**src/rtl/alu_pkg.sv**
```systemverilog
// alu_pkg: shared definitions for the iterative system ALU.
//   - function-code constants ALU_ADD .. ALU_REM
//   - controller state enum (IDLE, DIV)
//   - result codes returned by the eq/gt/lt comparisons
package alu_pkg;

    localparam int unsigned ALU_ADD  = 0;
    localparam int unsigned ALU_SUB  = 1;
    localparam int unsigned ALU_MUL  = 2;
    localparam int unsigned ALU_DIV  = 3;
    localparam int unsigned ALU_AND  = 4;
    localparam int unsigned ALU_OR   = 5;
    localparam int unsigned ALU_NAND = 6;
    localparam int unsigned ALU_NOR  = 7;
    localparam int unsigned ALU_XOR  = 8;
    localparam int unsigned ALU_XNOR = 9;
    localparam int unsigned ALU_EQ   = 10;
    localparam int unsigned ALU_GT   = 11;
    localparam int unsigned ALU_LT   = 12;
    localparam int unsigned ALU_SHR  = 13;
    localparam int unsigned ALU_SHL  = 14;
    localparam int unsigned ALU_REM  = 15;

    localparam int unsigned CMP_EQ_RES = 1;
    localparam int unsigned CMP_GT_RES = 2;
    localparam int unsigned CMP_LT_RES = 3;

    typedef enum logic {
        IDLE = 1'b0,
        DIV  = 1'b1
    } alu_state_e;

endpackage

```
**src/rtl/alu_divider.sv**
```systemverilog
// alu_divider: serial restoring divider, one quotient bit per clock.
// Ports:
//   CLK, RST        clock, asynchronous active-low reset
//   start           load dividend/divisor and begin OP_WIDTH iterations
//   dividend        unsigned dividend (sampled on start)
//   divisor         unsigned divisor, must be non-zero (sampled on start)
//   done            high during the cycle whose edge performs the last step
//   quotient        result of the step taken at the coming edge
//   remainder       remainder after the step taken at the coming edge
// quotient/remainder are combinational views of the next step, so on the
// cycle where done is high they are the final results.
module alu_divider
    import alu_pkg::*;
#(
    parameter int OP_WIDTH = 8
) (
    input  logic                CLK,
    input  logic                RST,
    input  logic                start,
    input  logic [OP_WIDTH-1:0] dividend,
    input  logic [OP_WIDTH-1:0] divisor,
    output logic                done,
    output logic [OP_WIDTH-1:0] quotient,
    output logic [OP_WIDTH-1:0] remainder
);

    localparam int CNT_W = $clog2(OP_WIDTH + 1);

    logic [CNT_W-1:0]    cnt_q;
    logic [OP_WIDTH-1:0] rem_q;
    logic [OP_WIDTH-1:0] quo_q;
    logic [OP_WIDTH-1:0] dvs_q;
    logic                active;

    logic [OP_WIDTH:0]   shifted;
    logic [OP_WIDTH:0]   diff;
    logic [OP_WIDTH-1:0] rem_d;
    logic [OP_WIDTH-1:0] quo_d;

    assign active = (cnt_q != '0);
    assign done   = (cnt_q == CNT_W'(1));

    // Iteration counter is control state and is cleared by reset, which
    // is what aborts a division in flight.
    always_ff @(posedge CLK or negedge RST) begin
        if (!RST) begin
            cnt_q <= '0;
        end else if (start) begin
            cnt_q <= CNT_W'(OP_WIDTH);
        end else if (active) begin
            cnt_q <= cnt_q - CNT_W'(1);
        end
    end

    // quo_q starts as the dividend and shifts left; dividend bits leave at
    // the top while quotient bits enter at the bottom.
    always_ff @(posedge CLK) begin
        if (start) begin
            rem_q <= '0;
            quo_q <= dividend;
            dvs_q <= divisor;
        end else if (active) begin
            rem_q <= rem_d;
            quo_q <= quo_d;
        end
    end

    always_comb begin
        shifted = {rem_q, quo_q[OP_WIDTH-1]};
        diff    = shifted - {1'b0, dvs_q};
        // A clear borrow bit means the trial subtraction fits.
        if (!diff[OP_WIDTH]) begin
            rem_d = diff[OP_WIDTH-1:0];
            quo_d = {quo_q[OP_WIDTH-2:0], 1'b1};
        end else begin
            rem_d = shifted[OP_WIDTH-1:0];
            quo_d = {quo_q[OP_WIDTH-2:0], 1'b0};
        end
    end

    assign quotient  = quo_d;
    assign remainder = rem_d;

endmodule

```
**src/rtl/alu_iter.sv**
```systemverilog
// alu_iter: multi-cycle system ALU with valid/ready request handshake.
// Single-cycle ops complete at the accepting edge; div/rem run on the
// serial divider for OP_WIDTH cycles.
// Ports:
//   CLK, RST      clock, asynchronous active-low reset
//   IN_VALID      operation request
//   IN_READY      request can be accepted this cycle (IDLE)
//   A, B          unsigned operands
//   ALU_FUN       function code (see alu_pkg)
//   ALU_OUT       registered result, held until the next result
//   OUT_VALID     one-cycle pulse marking a new ALU_OUT
//   DIV_BY_ZERO   qualifies OUT_VALID for a div/rem issued with B==0
//   BUSY          divider iteration in progress
module alu_iter
    import alu_pkg::*;
#(
    parameter int OP_WIDTH  = 8,
    parameter int FUN_WIDTH = 4,
    parameter int OUT_WIDTH = 2 * OP_WIDTH
) (
    input  logic                 CLK,
    input  logic                 RST,
    input  logic                 IN_VALID,
    output logic                 IN_READY,
    input  logic [OP_WIDTH-1:0]  A,
    input  logic [OP_WIDTH-1:0]  B,
    input  logic [FUN_WIDTH-1:0] ALU_FUN,
    output logic [OUT_WIDTH-1:0] ALU_OUT,
    output logic                 OUT_VALID,
    output logic                 DIV_BY_ZERO,
    output logic                 BUSY
);

    alu_state_e state_q, state_d;

    logic [OUT_WIDTH-1:0] a_ext;
    logic [OUT_WIDTH-1:0] b_ext;
    logic [OUT_WIDTH-1:0] fast_res;
    logic                 is_divop;
    logic                 is_rem_op;
    logic                 accept;

    logic                 div_start;
    logic                 div_done;
    logic [OP_WIDTH-1:0]  div_quo;
    logic [OP_WIDTH-1:0]  div_rem;
    logic                 is_rem_q;

    logic [OUT_WIDTH-1:0] out_d;
    logic                 vld_d;
    logic                 dbz_d;

    assign a_ext     = OUT_WIDTH'(A);
    assign b_ext     = OUT_WIDTH'(B);
    assign is_rem_op = (ALU_FUN == FUN_WIDTH'(ALU_REM));
    assign is_divop  = (ALU_FUN == FUN_WIDTH'(ALU_DIV)) || is_rem_op;
    assign accept    = IN_VALID && (state_q == IDLE);
    assign IN_READY  = (state_q == IDLE);
    assign BUSY      = (state_q == DIV);

    // Single-cycle datapath. div/rem entries are the divide-by-zero results;
    // non-zero divisors take the iterative path instead.
    always_comb begin
        fast_res = '0;
        case (ALU_FUN)
            FUN_WIDTH'(ALU_ADD):  fast_res = a_ext + b_ext;
            FUN_WIDTH'(ALU_SUB):  fast_res = a_ext - b_ext;
            FUN_WIDTH'(ALU_MUL):  fast_res = a_ext * b_ext;
            FUN_WIDTH'(ALU_DIV):  fast_res = '1;
            FUN_WIDTH'(ALU_AND):  fast_res = a_ext & b_ext;
            FUN_WIDTH'(ALU_OR):   fast_res = a_ext | b_ext;
            FUN_WIDTH'(ALU_NAND): fast_res = ~(a_ext & b_ext);
            FUN_WIDTH'(ALU_NOR):  fast_res = ~(a_ext | b_ext);
            FUN_WIDTH'(ALU_XOR):  fast_res = a_ext ^ b_ext;
            FUN_WIDTH'(ALU_XNOR): fast_res = ~(a_ext ^ b_ext);
            FUN_WIDTH'(ALU_EQ):   fast_res = (A == B) ? OUT_WIDTH'(CMP_EQ_RES) : '0;
            FUN_WIDTH'(ALU_GT):   fast_res = (A > B)  ? OUT_WIDTH'(CMP_GT_RES) : '0;
            FUN_WIDTH'(ALU_LT):   fast_res = (A < B)  ? OUT_WIDTH'(CMP_LT_RES) : '0;
            FUN_WIDTH'(ALU_SHR):  fast_res = a_ext >> 1;
            FUN_WIDTH'(ALU_SHL):  fast_res = a_ext << 1;
            FUN_WIDTH'(ALU_REM):  fast_res = a_ext;
            default:              fast_res = '0;
        endcase
    end

    alu_divider #(
        .OP_WIDTH (OP_WIDTH)
    ) u_divider (
        .CLK       (CLK),
        .RST       (RST),
        .start     (div_start),
        .dividend  (A),
        .divisor   (B),
        .done      (div_done),
        .quotient  (div_quo),
        .remainder (div_rem)
    );

    always_comb begin
        state_d   = state_q;
        out_d     = ALU_OUT;
        vld_d     = 1'b0;
        dbz_d     = 1'b0;
        div_start = 1'b0;
        case (state_q)
            IDLE: begin
                if (accept) begin
                    if (is_divop && (B != '0)) begin
                        div_start = 1'b1;
                        state_d   = DIV;
                    end else begin
                        out_d = fast_res;
                        vld_d = 1'b1;
                        dbz_d = is_divop;
                    end
                end
            end
            DIV: begin
                if (div_done) begin
                    out_d   = is_rem_q ? OUT_WIDTH'(div_rem) : OUT_WIDTH'(div_quo);
                    vld_d   = 1'b1;
                    state_d = IDLE;
                end
            end
            default: state_d = IDLE;
        endcase
    end

    always_ff @(posedge CLK or negedge RST) begin
        if (!RST) begin
            state_q     <= IDLE;
            ALU_OUT     <= '0;
            OUT_VALID   <= 1'b0;
            DIV_BY_ZERO <= 1'b0;
        end else begin
            state_q     <= state_d;
            ALU_OUT     <= out_d;
            OUT_VALID   <= vld_d;
            DIV_BY_ZERO <= dbz_d;
        end
    end

    // Remembers which result the running division should deliver.
    always_ff @(posedge CLK) begin
        if (div_start) begin
            is_rem_q <= is_rem_op;
        end
    end

endmodule

```
**config.mk**
```make
export PLATFORM = sky130hd
export DESIGN_NAME = alu_iter
export DESIGN_NICKNAME = d
export VERILOG_FILES = /design/src/rtl/alu_pkg.sv /design/src/rtl/alu_divider.sv /design/src/rtl/alu_iter.sv
export SDC_FILE = /design/constraint.sdc
export NUM_CORES = 1
export LEC_CHECK = 0
export ABC_AREA = 1
export BUFFER_PORTS_ARGS = -buffer_cell sky130_fd_sc_hd__buf_2
export CORE_ASPECT_RATIO = 2
export CORE_UTILIZATION = 55
export CTS_CLUSTER_SIZE = 28
export DETAILED_ROUTE_END_ITERATION = 7
export PLACE_DENSITY = 0.84
export SLEW_MARGIN = 20
export SYNTH_ARGS = -nofsm -noshare
export SYNTH_HDL_FRONTEND = slang
export SYNTH_SLANG_ARGS = --single-unit
```
**constraint.sdc**
```tcl
create_clock -name CLK -period 3.3 [get_ports CLK]
set_input_delay 0.495 -clock CLK [delete_from_list [all_inputs] [get_ports CLK]]
set_output_delay 0.495 -clock CLK [all_outputs]
set_load 0.01 [all_outputs]
```
* Yosys cells after proc, flatten, opt, wreduce, memory -nomap -nowiden
Cells that the tools add are included.
** Operators by class
- Bitwise gates (word level) :: 7
- Equal/unequal tests :: 20
- Multipliers :: 1
- $add $sub $neg :: 4
- Mux-type cells :: 27
- Reductions and logical operators :: 8
- $lt $le $gt $ge :: 2
- Divide/modulo/power cells :: 0
- Shift operators :: 0
** Operators by type and width (count)
- $pmux 16 s16 :: 1
- $mux 16 :: 3
- $not 8->16 :: 3
- $eq 4x4->1 const B :: 8
- $mux 8 :: 4
- $pmux 16 s2 :: 1
- $eq 4x3->1 const B :: 4
- $mul 8x8->16 :: 1
- $mux 1 :: 12
- $add 8x8->9 :: 1
- $sub 8x8->9 :: 1
- $sub 9x8->9 :: 1
- $and 8x8->8 :: 1
- $eq 4x1->1 const B :: 2
- $eq 4x2->1 const B :: 2
- $eq 8x8->1 :: 1
- $gt 8x8->1 :: 1
- $lt 8x8->1 :: 1
- $mux 4 :: 2
- $or 8x8->8 :: 1
- $reduce_bool 8->1 :: 1
- $xor 8x8->8 :: 1
- $logic_not 4->1 :: 1
- $mux 2 :: 2
- 10 further kinds :: 13
** Storage, ports and cells
- Output and inout port bits :: 20
- Bits in writable memories :: 0
- Input port bits :: 23
- Memories :: 0
- Word-level logic and storage cells :: 78
- Register bits :: 48
- Bits in read-only memories :: 0
- Bits in latches :: 0

* Depth between registers and ports, before layout
- Word-level depth :: 7
- Mapped depth :: 23
- Mapped depth without buffers :: 22

* Hierarchy
A second synthesis with hierarchy kept.
** Second synthesis, totals
- Cells, all modules :: 1069
- Area, all modules :: 6885.4 µm²
** By module, submodules not included
- alu_iter :: cells each 846, sequential area each 505.5 µm², times used 1, area an instance 5139.9 µm²
- alu_divider :: cells each 223, sequential area each 740.7 µm², times used 1, area an instance 1745.4 µm²

* Least setup slack after synthesis
OpenSTA, ideal clock, no wires.
- Path kind :: input to register
- From :: input port A[2]
- To :: register ALU_OUT[12]
- Data required time :: 3.184 ns
- Library setup time :: 0.116 ns
- Data arrival time :: 4.101 ns
- Setup slack :: -0.917 ns
- Cell stages on the path :: 21
- Buffers on the path :: 1
- Cells stage by stage :: clkbuf_1 -> nand2_1 -> fa_1 -> fa_1 -> inv_1 -> fa_1 -> inv_1 -> fa_1 -> inv_1 -> ha_1 -> nand2_1 -> nor2_1 -> nand2_1 -> nand3_1 -> nand3_1 -> nand2_1 -> nand2_1 -> nand3_1 -> nand2_1 -> nand2_1 -> nand2_1
** On the way
- Cells in the longest elaborated chain, start to end :: 5
- Elaborated cells between the ends (all ways) :: 6
- Classes of those cells :: add/sub: 1; mul: 1; mux: 4
** RTL lines
- from (decl) :: RTL line alu_iter.sv:25 : input logic [OP_WIDTH-1:0] A,
- $mul 8x8->16 or $sub 8x8->9 (tied branches) :: RTL line alu_iter.sv:68, alu_iter.sv:67
- $pmux 16 s16 * :: RTL line alu_iter.sv:65 : case (ALU_FUN)
- $mux 16 * :: RTL line alu_iter.sv:108 : if (is_divop && (B != '0)) begin
- $mux 16 * :: RTL line alu_iter.sv:107 : if (accept) begin
- $pmux 16 s2 * :: RTL line alu_iter.sv:105 : case (state_q)
- to (signal assigned) :: RTL line alu_iter.sv:137 : ALU_OUT <= out_d;
- to (decl) :: RTL line alu_iter.sv:28 : output logic [OUT_WIDTH-1:0] ALU_OUT,
Mark *: on every way between the ends. The rest lies on a longest branch, timed or not. The select of a mux whose other input is x is not followed.
A chain may end at the register's enable or synchronous reset.

* Final worst setup path
- From :: input port A[6]
- To :: register ALU_OUT[13]
The elaborated chain is that of the path after synthesis.

==> results.ini <==
[power]
p_leak_nw = 4.66
powerDensity_nw_per_um2 = 621
ir_worst_vdd_mv = 0.606

[timing]
layout_min_cycle_time_ns = 3.78
slew_violations = 0
period_share_pct = 115
worst_slack_ns = -0.479
fmax_ghz = 0.265
rsz0062_at_grt = yes
fin_skew_ns = 0.00839
relSlewSlack_pct = 50.8
hold_viol_final = 0
setup_violations = 12
tightest_slew_ns = 0.735

[layout]
n_fill_cell = 1017
utilization_pct = 69.3
final_common_cell = nand2_1
multi_input_area_um2 = 4830
fin_nets = 1258
seq_area_um2 = 1250
drive_above_1_share_pct = 20.3
syn_to_final_growth_pct = 22.5
mostFrequentLayoutCells = 314 x nand2_1, 183 x inv_1, 78 x nor2_1
layout.cells.non_filler = 1274

[setup_path]
r2r_slack_ns = 0.43
r2r.worst_path.cells = 13
crit_type = in2reg
endpoint_kind = flop
cp.arrival_ns = 4.03
reg2reg_to = ALU_OUT[2]
crit_required_ns = 3.55
r2r_start = u_divider.quo_q[7]
start_kind = input pin
worst-path-max-fanout = 5

[die]
rows = 56
ios = 43
core-area_um2 = 11700
die_width_um = 79.6
die_h_um = 157
start_util_pct = 56.6
die_area_um2 = 12500

[clock_tree]
cts_tree = built
cts-root-buf = clkbuf_16
cts.htree.levels = 2
clock_sinks = 48
clock_latency_ns = 0.30
clk_path_buf_depth = 2
clk_pin_slew_ns = 0.07
cts_hold_buf = 0
cts_made_buffers = 5

[global_route]
grt_pass1_vias = 7335
grt_pass1_wl_mm = 36.6
grt-ovfl-total = 0
antenna_found_initial = 1
grt_max_degree = 24
grt_use_met1_pct = 34.5
grt_usage_pct = 39.7
gr-usage-met3_pct = 9.33
busiest_layer = met2
use_met2_pct = 72.1

[yosys]
synth_fp_nets = 1166
synth_area_leader_cell = nand2_1
syn-cell-area_um2 = 6620
synth_cell_types = 39
synth-seq-cells = 48
synthCells = 1034
synth_edf_count = 17
synth_top_area_share_pct = 19.3
yosys_warnings = 0
ys.flop_type = dfrtp_1
synth.top_cells.by_area = nand2_1 19%, ha_1 13%, fa_1 12%
synthArstFlopShare_pct = 47.9
yosysSeqAreaShare_pct = 18.8
avgSynthCellArea_um2 = 6.40

[detailed_routing]
dr.pass1.iters = 5
num_vias = 7133
drc = 0
first_iter_violations = 514
wirelength_mm = 23.4
post_drt_via_cell_ratio = 5.60
routedWlPerCell_um = 18.4
ant_nets = 0

[placement]
io_buffers = 42
dp_slack_ns = -0.888
place_inst = 1256
gp_routability_congestion = 1.03
dp_hpwl_mm = 18.3

[worst_hold_path]
hp-class = in2async

[status]
status = complete, but fails checks
violations = negative setup slack

[flow_run]
cap_violations = 0

-- worst max-delay path by stage --
stage	from	to	slack, ns
after global routing	B[4]	ALU_OUT[13]	-0.68
after floorplan	A[5]	ALU_OUT[13]	-0.50
after CTS	A[3]	ALU_OUT[7]	-0.45
after detailed placement	B[7]	ALU_OUT[15]	-0.89
after global placement	B[7]	ALU_OUT[15]	-0.82
final	A[6]	ALU_OUT[13]	-0.48
-- through the flow --
stage	TNS, ns	instance area [um2]	hold WS [ns]	power [mW]
after floorplan	-4.03	6950	0.199	3.11
after global placement	-9.04	7540	0.458	4.00
after detailed placement	-9.67	7540	0.466	4.09
after CTS	-4.20	7940	0.198	4.77
after global routing	-6.65	8110	0.217	5.45
final	-4.71	8110	0.166	5.04
-- power breakdown --
group / leakage (nW) / total (mW) / internal [mW] / switching [mW]
Sequential: 0.524 / 1.07 / 0.881 / 0.192
Clock: 0.0747 / 0.530 / 0.284 / 0.247
Combinational: 4.06 / 3.44 / 1.35 / 2.09
Total: 4.66 / 5.04 / 2.51 / 2.53
-- metal layers --
| metal | wire, um | vias up |
|---|---|---|
| met2 | 12400 | 320 |
| met3 | 1320 | 161 |
| met5 | 0 | - |
| met4 | 2510 | 0 |
| li1 | - | 3363 |
| met1 | 7160 | 3289 |
-- cells in the mapped netlist, types with 2 or more instances --
cell and count:
a21oi_1 37, a31oi_1 9, buf_2 13, buf_4 2
clkbuf_1 13, dfrtp_1 23, dfxtp_1 8, edfxtp_1 17
fa_1 39, ha_1 70, inv_1 206, inv_2 3
nand2_1 341, nand3_1 69, nand3b_1 2, nand4_1 13
nor2_1 83, nor2_2 4, nor3_1 6, o211ai_1 2
o21a_1 2, o21ai_0 45, o21bai_1 3, or2_0 2
xor2_1 8
-- final cells by class --
| cell class | count | area share, % |
|---|---|---|
| Timing Repair Buffer | 114 | 11.2 |
| Multi-Input combinational cell | 746 | 59.6 |
| Clock buffer | 5 | 1.54 |
| Clock inverter | 3 | 0.262 |
| Tap cell | 145 | 2.24 |
| Inverter | 211 | 9.83 |
| Antenna cell | 2 | 0.0617 |
| Sequential cell | 48 | 15.4 |
-- critical path: stages --
cell      delay [ns]
clkbuf_4        0.16
nand2_1         0.08
inv_1           0.06
fa_1            0.53
fa_1            0.46
fa_1            0.54
inv_2           0.04
fa_1            0.51
inv_2           0.05
ha_4            0.25
a21oi_4         0.15
inv_2           0.07
o21ai_2         0.14
nand3_2         0.10
a21oi_2         0.13
o21ai_1         0.08
nand2_1         0.06
nand2_1         0.05
nand2_1         0.06
-- logic make-up (layout without fill, tap and decap cells) --
logic type	after synthesis	after routing	synth area share, %
XOR/XNOR	9	9	1.19
flip-flops	48	48	18.8
adder cells (fa/ha/maj)	109	109	25.0
buffers and inverters	240	333	14.1
other	0	2	0
AND/OR/NAND/NOR	527	527	32.7
AO/OA/AOI/OAI	101	101	8.18
-- state kept, by name (all words and copies together), names as in the netlist --
| signal | count |
|---|---|
| ALU_OUT | 16 |
| BUSY | 1 |
| DIV_BY_ZERO | 1 |
| OUT_VALID | 1 |
| is_rem_q | 1 |
| u_divider.cnt_q | 4 |
| u_divider.dvs_q | 8 |
| u_divider.quo_q | 8 |
| u_divider.rem_q | 8 |
-- repair_timing --
| action | CTS | global route |
|---|---|---|
| pin swaps | 38 | 54 |
| setup endpoints to repair | 12 | 12 |
| gates cloned | 0 | 0 |
| resized for setup | 64 | 44 |
| endpoints found under the hold margin | 0 | 0 |
| buffers inserted | 4 | 6 |
No activity file was read; power rests on OpenSTA's default activity.
